$ cat config.mk
export PLATFORM = sky130hd
export DESIGN_NAME = led_seq_ctrl
export DESIGN_NICKNAME = d
export VERILOG_FILES = /design/src/rtl/led_seq_ctrl_pkg.sv /design/src/rtl/led_seq_ctrl_btn_edge.sv /design/src/rtl/led_seq_ctrl.sv
export SDC_FILE = /design/constraint.sdc
export NUM_CORES = 1
export LEC_CHECK = 0
export CORE_MARGIN = 2
export CORE_UTILIZATION = 24
export DETAILED_ROUTE_END_ITERATION = 8
export DONT_BUFFER_PORTS = 1
export PLACE_DENSITY = 0.37
export REMOVE_ABC_BUFFERS = 1
export SYNTH_ARGS = -nofsm -noshare
export SYNTH_HDL_FRONTEND = slang
export SYNTH_SLANG_ARGS = --single-unit
export TNS_END_PERCENT = 30
$ cat constraint.sdc
create_clock -name clock -period 2.1 [get_ports clock]
set_input_delay 0.42 -clock clock [delete_from_list [all_inputs] [get_ports clock]]
set_output_delay 0.42 -clock clock [all_outputs]
set_load 0.005 [all_outputs]
$ cat src/rtl/led_seq_ctrl_pkg.sv
// Shared codes for the LED sequencer: FSM states, rate steps, direction and
// the bit layout of the tick-counter configuration word.
package led_seq_ctrl_pkg;

    typedef enum logic [1:0] {
        ST_IDLE      = 2'd0,
        ST_RUN_LEFT  = 2'd1,
        ST_RUN_RIGHT = 2'd2,
        ST_PAUSE     = 2'd3
    } state_e;

    typedef enum logic [1:0] {
        RATE_0 = 2'b00,
        RATE_1 = 2'b01,
        RATE_2 = 2'b10,
        RATE_3 = 2'b11
    } rate_e;

    typedef enum logic {
        DIR_LEFT  = 1'b0,
        DIR_RIGHT = 1'b1
    } dir_e;

    localparam int unsigned SW_EN_BIT   = 0;
    localparam int unsigned SW_RATE_LSB = 1;
    localparam int unsigned SW_RATE_MSB = 2;

    function automatic logic is_run(input state_e s);
        return (s == ST_RUN_LEFT) || (s == ST_RUN_RIGHT);
    endfunction

endpackage

$ cat src/rtl/led_seq_ctrl_btn_edge.sv
// Button conditioner: 2-flop synchronizer, then a registered one-cycle pulse
// on each rising edge of the synchronized level.
module btn_edge (
    input  logic clk,
    input  logic rst_n,
    input  logic i_btn,
    output logic o_pulse
);

    logic sync1_q, sync1_d;
    logic sync2_q, sync2_d;
    logic prev_q, prev_d;
    logic loaded_q, loaded_d;
    logic seen_low_q, seen_low_d;
    logic pulse_q, pulse_d;

    // seen_low only arms after a genuine low sample, so a button held
    // through reset cannot fake a rising edge against the reset zeros.
    always_comb begin
        sync1_d    = i_btn;
        sync2_d    = sync1_q;
        prev_d     = sync2_q;
        loaded_d   = 1'b1;
        seen_low_d = seen_low_q | (loaded_q & ~sync1_q);
        pulse_d    = sync2_q & ~prev_q & seen_low_q;
    end

    always_ff @(posedge clk or negedge rst_n) begin
        if (!rst_n) begin
            sync1_q    <= 1'b0;
            sync2_q    <= 1'b0;
            prev_q     <= 1'b0;
            loaded_q   <= 1'b0;
            seen_low_q <= 1'b0;
            pulse_q    <= 1'b0;
        end else begin
            sync1_q    <= sync1_d;
            sync2_q    <= sync2_d;
            prev_q     <= prev_d;
            loaded_q   <= loaded_d;
            seen_low_q <= seen_low_d;
            pulse_q    <= pulse_d;
        end
    end

    assign o_pulse = pulse_q;

endmodule

$ cat src/rtl/led_seq_ctrl.sv
// LED sequencer: start/pause, direction and rate buttons drive a rotating
// one-hot pattern that advances on each rising edge of the tick counter's valid.
module led_seq_ctrl
    import led_seq_ctrl_pkg::*;
#(
    parameter int NB_LEDS = 4,
    parameter int NB_SW   = 3
) (
    input  logic               clock,
    input  logic               i_reset,
    input  logic               i_btn_start,
    input  logic               i_btn_dir,
    input  logic               i_btn_speed,
    input  logic               i_valid,
    output logic [NB_SW-1:0]   o_sw,
    output logic [NB_LEDS-1:0] o_led,
    output logic [1:0]         o_state
);

    logic start_p, dir_p, speed_p, step;

    state_e             state_q, state_d;
    dir_e               dir_q, dir_d;
    rate_e              rate_q, rate_d;
    logic [NB_LEDS-1:0] led_q, led_d;
    logic [NB_SW-1:0]   sw_q, sw_d;
    logic               valid_prev_q, valid_prev_d;

    btn_edge u_btn_start (.clk(clock), .rst_n(i_reset), .i_btn(i_btn_start), .o_pulse(start_p));
    btn_edge u_btn_dir   (.clk(clock), .rst_n(i_reset), .i_btn(i_btn_dir),   .o_pulse(dir_p));
    btn_edge u_btn_speed (.clk(clock), .rst_n(i_reset), .i_btn(i_btn_speed), .o_pulse(speed_p));

    assign step = i_valid & ~valid_prev_q;

    // Rotation uses the current state's direction; a coincident start or dir
    // pulse only changes the state that the next step will see.
    always_comb begin
        state_d      = state_q;
        dir_d        = dir_q;
        rate_d       = rate_q;
        led_d        = led_q;
        valid_prev_d = i_valid;

        if (speed_p) rate_d = rate_e'(rate_q + 2'd1);

        case (state_q)
            ST_IDLE: begin
                led_d = '0;
                if (start_p) begin
                    state_d  = ST_RUN_LEFT;
                    led_d[0] = 1'b1;
                end
            end
            ST_RUN_LEFT: begin
                if (step) led_d = {led_q[NB_LEDS-2:0], led_q[NB_LEDS-1]};
                if (start_p) begin
                    dir_d   = DIR_LEFT;
                    state_d = ST_PAUSE;
                end else if (dir_p) begin
                    state_d = ST_RUN_RIGHT;
                end
            end
            ST_RUN_RIGHT: begin
                if (step) led_d = {led_q[0], led_q[NB_LEDS-1:1]};
                if (start_p) begin
                    dir_d   = DIR_RIGHT;
                    state_d = ST_PAUSE;
                end else if (dir_p) begin
                    state_d = ST_RUN_LEFT;
                end
            end
            ST_PAUSE: begin
                if (start_p) begin
                    state_d = (dir_q == DIR_LEFT) ? ST_RUN_LEFT : ST_RUN_RIGHT;
                end else if (dir_p) begin
                    dir_d = (dir_q == DIR_LEFT) ? DIR_RIGHT : DIR_LEFT;
                end
            end
            default: begin
                state_d = ST_IDLE;
                led_d   = '0;
            end
        endcase

        sw_d                          = '0;
        sw_d[SW_EN_BIT]               = is_run(state_d);
        sw_d[SW_RATE_MSB:SW_RATE_LSB] = rate_d;
    end

    always_ff @(posedge clock or negedge i_reset) begin
        if (!i_reset) begin
            state_q      <= ST_IDLE;
            dir_q        <= DIR_LEFT;
            rate_q       <= RATE_0;
            led_q        <= '0;
            sw_q         <= '0;
            valid_prev_q <= 1'b0;
        end else begin
            state_q      <= state_d;
            dir_q        <= dir_d;
            rate_q       <= rate_d;
            led_q        <= led_d;
            sw_q         <= sw_d;
            valid_prev_q <= valid_prev_d;
        end
    end

    assign o_sw    = sw_q;
    assign o_led   = led_q;
    assign o_state = state_q;

endmodule

==> impl_metrics.env <==
export IMPL_status="finished, final reports clean"
export IMPL_r2r_cells=6
export IMPL_r2r_slack_ns=0.33
export IMPL_yosys_area_top_type="dfrtp_1"
export IMPL_cts_max_level=1
export IMPL_clk_latency_ns=0.28
export IMPL_hold_class="in2reg"
export IMPL_io_pins=15
export IMPL_hpwlAfterDp_mm=1.27
export IMPL_initialDrtViolationCount=51
export IMPL_period_minus_slack_ns=1.77
export IMPL_yosysSeqAreaShare_pct=60.8
export IMPL_synth_common_cells="dfrtp_1 (27), nand2_1 (11), inv_1 (7), o21ai_0 (6), ha_1 (4)"
export IMPL_antenna_left=0
export IMPL_grt_pass1_wl_mm=3.33
export IMPL_switchingPower_uw=551
export IMPL_dp_slack_ns=0.329
export IMPL_cp_max_fo=8
export IMPL_critPathMaxStageDelay_ns=0.45
export IMPL_fmax_ghz=0.564
export IMPL_hold_path_startpoint="i_valid"
export IMPL_worst_path_max_delay_cell="dfrtp_1"
export IMPL_min_to="valid_prev_q"
export IMPL_largest_register_ffs=4
export IMPL_timing_worst_setup_path_type="reg2reg"
export IMPL_setup_viol=0
export IMPL_finalNetCount=104
export IMPL_dr_total_vias=644
export IMPL_whs_path_depth=0
export IMPL_portBuffers=0
export IMPL_fillers=456
export IMPL_r2r_start="o_state[1]"
export IMPL_layout_drive_gt1_share_pct=12.9
export IMPL_critical_path_top_delay_family="compound AO/OA/AOI/OAI gates"
export IMPL_core_mm2=0.00441
export IMPL_rsz0062_at_grt="false"
export IMPL_ys_flop_type="dfrtp_1"
export IMPL_syn_cell_area_mm2=0.00111
export IMPL_slew_violations=0
export IMPL_drc=0
export IMPL_grt_pass1_vias=674
export IMPL_hold_viol_final=0
export IMPL_cts_sinks=27
export IMPL_start_util_pct=25.2
export IMPL_fp_row_count=24
export IMPL_critPathBufInv=1
export IMPL_power_internal_uw=976
export IMPL_crit_path_end_kind="register"
export IMPL_cts_repair_resized=0
export IMPL_synth_warnings=0
export IMPL_clkPwrFrac_pct=20.9
export IMPL_async_flop_share_pct=100
export IMPL_synthMostInstantiatedCell="dfrtp_1"
export IMPL_synth_avg_cell_area_um2=12.5
export IMPL_first_pass_iters=4
export IMPL_wl_per_cell_um=12.6
export IMPL_leakagePower_uw=0.000548
export IMPL_dieArea_mm2=0.00519
export IMPL_antenna_cells=0
export IMPL_seqCellArea_um2=676
export IMPL_grt_ovfl_total=0
export IMPL_max_cap_violations=0
export IMPL_clock_path_buffers=2
export IMPL_synth_edf_count=0
export IMPL_hold_buffers=2
export IMPL_clk_pin_slew_worst_paths_ns=0.10
export IMPL_power_density_mw_per_mm2=1230
export IMPL_die_y_um=72.0
export IMPL_multi_input_area_um2=388
export IMPL_final_setup_worst_slack_ns=0.327
export IMPL_yosysUniqueCellTypes=29
export IMPL_gp_congestion=0.743
export IMPL_synth_top_cell_area_share_pct=60.8
export IMPL_vias_per_cell=4.44
export IMPL_cts_setup_buffers=0
export IMPL_cts_tree="done"
export IMPL_grtUsageTotal_pct=8.43
export IMPL_clock_skew_ns=0.00308
export IMPL_antenna_found_initial=0
export IMPL_cts_root_buf="clkbuf_8"
export IMPL_combPwrFrac_pct=33.3
export IMPL_fp_dieW_um=72.0
export IMPL_finalWirelength_mm=1.83
export IMPL_ys_ff_latch=27
export IMPL_synth_cells=89
export IMPL_irDropWorstVdd_v=0.000486
export IMPL_grt_max_degree=28
export IMPL_finalCritPeriodShare_pct=84.4
export IMPL_path_cells="inv_1, ha_1, nor2b_4, a2111oi_4, o22ai_1, xor2_1"
export IMPL_p_sw_share_pct=36.1
export IMPL_cts_buffers=3
export IMPL_worstSetupStartpointType="register"
export IMPL_rr_endpoint="o_sw[0]"
export IMPL_seq_power_share_pct=45.8
export IMPL_netlist_top_cells_area="dfrtp_1 (61%), ha_1 (4.5%), nand2_1 (3.7%)"
export IMPL_crit_arrival_ns=1.94
export IMPL_worst_ep_required_time_ns=2.26
export IMPL_area_growth_pct=11.8
export IMPL_tns_ns=0
==> worst max path at each step <==
stage	start	endpoint	slack (ns)	cells past startpoint
after floorplan	o_state[1]	o_sw[0]	0.49	6
after global placement	o_state[0]	o_led[0]	0.38	7
after detailed placement	o_state[1]	o_sw[0]	0.33	6
after CTS	o_state[1]	o_sw[0]	0.32	6
after global routing	o_state[1]	o_sw[0]	0.22	6
final	o_state[1]	o_sw[0]	0.33	6
==> power groups by stage <==
stage               clock network, uW  logic (uW)  registers, uW
floorplan                           0         399            688
global placement                    0         491            712
detailed placement                  0         499            714
CTS                               340         516            703
global route                      363         574            716
finish                            320         508            699
==> layout make-up <==
class,count,share of cell area (%)
timing repair buffer,3,3.02
clock inverter,1,0.705
sequential,27,54.4
inverter,7,2.11
clock buffer,3,3.32
tap,52,5.24
multi-input combinational,52,31.2
==> cells in the final DEF (no fill, tap or decap), types with 2 or more instances in the layout <==
cell type / n
dfrtp_1: 27
nand2_1: 11
inv_1: 7
o21ai_0: 6
ha_1: 4
nor2_1: 3
a21o_1: 3
and3b_1: 3
a22o_2: 3
clkbuf_8: 3
nor2b_1: 2
xor2_1: 2
==> metal layers <==
layer	vias up	GRT usage, %	wire, um
li1	308	-	-
met1	319	9.59	823
met2	15	13.7	847
met3	2	4.17	128
met4	0	3.14	28
met5	-	0	0
==> per-stage QoR <==
step | power [uW] | utilization, % | hold slack [ns] | instances | cell area [um^2]
after detailed placement | 1210 | 26.3 | 0.125 | 139 | 1160
after CTS | 1560 | 28.1 | 0.145 | 145 | 1240
after global routing | 1650 | 28.1 | 0.129 | 145 | 1240
after floorplan | 1090 | - | 0.124 | 86 | 1090
after global placement | 1200 | 26.3 | 0.125 | 139 | 1160
final | 1530 | 28.1 | 0.157 | 145 | 1240
==> cells by family (layout without fill, tap and decap cells) <==
| group | Yosys count | after routing | synth area share, % |
|---|---|---|---|
| flops | 27 | 27 | 60.8 |
| compound gates | 22 | 22 | 17.0 |
| simple gates | 22 | 22 | 10.7 |
| buf+inv | 10 | 14 | 4.28 |
| fa+ha+maj | 4 | 4 | 4.50 |
| xor+xnor | 3 | 3 | 2.37 |
| other cells | 1 | 1 | 0.338 |
==> worst register-to-register path: cells and delay by family (launching register included) <==
family | cells | cell delay, ns
flip-flops | 1 | 0.45
AO/OA/AOI/OAI | 2 | 0.47
AND/OR/NAND/NOR | 1 | 0.17
buffers and inverters | 1 | 0.11
XOR/XNOR | 1 | 0.18
adder cells (fa/ha/maj) | 1 | 0.28
Note: power is estimated with default switching activity, not from simulation.
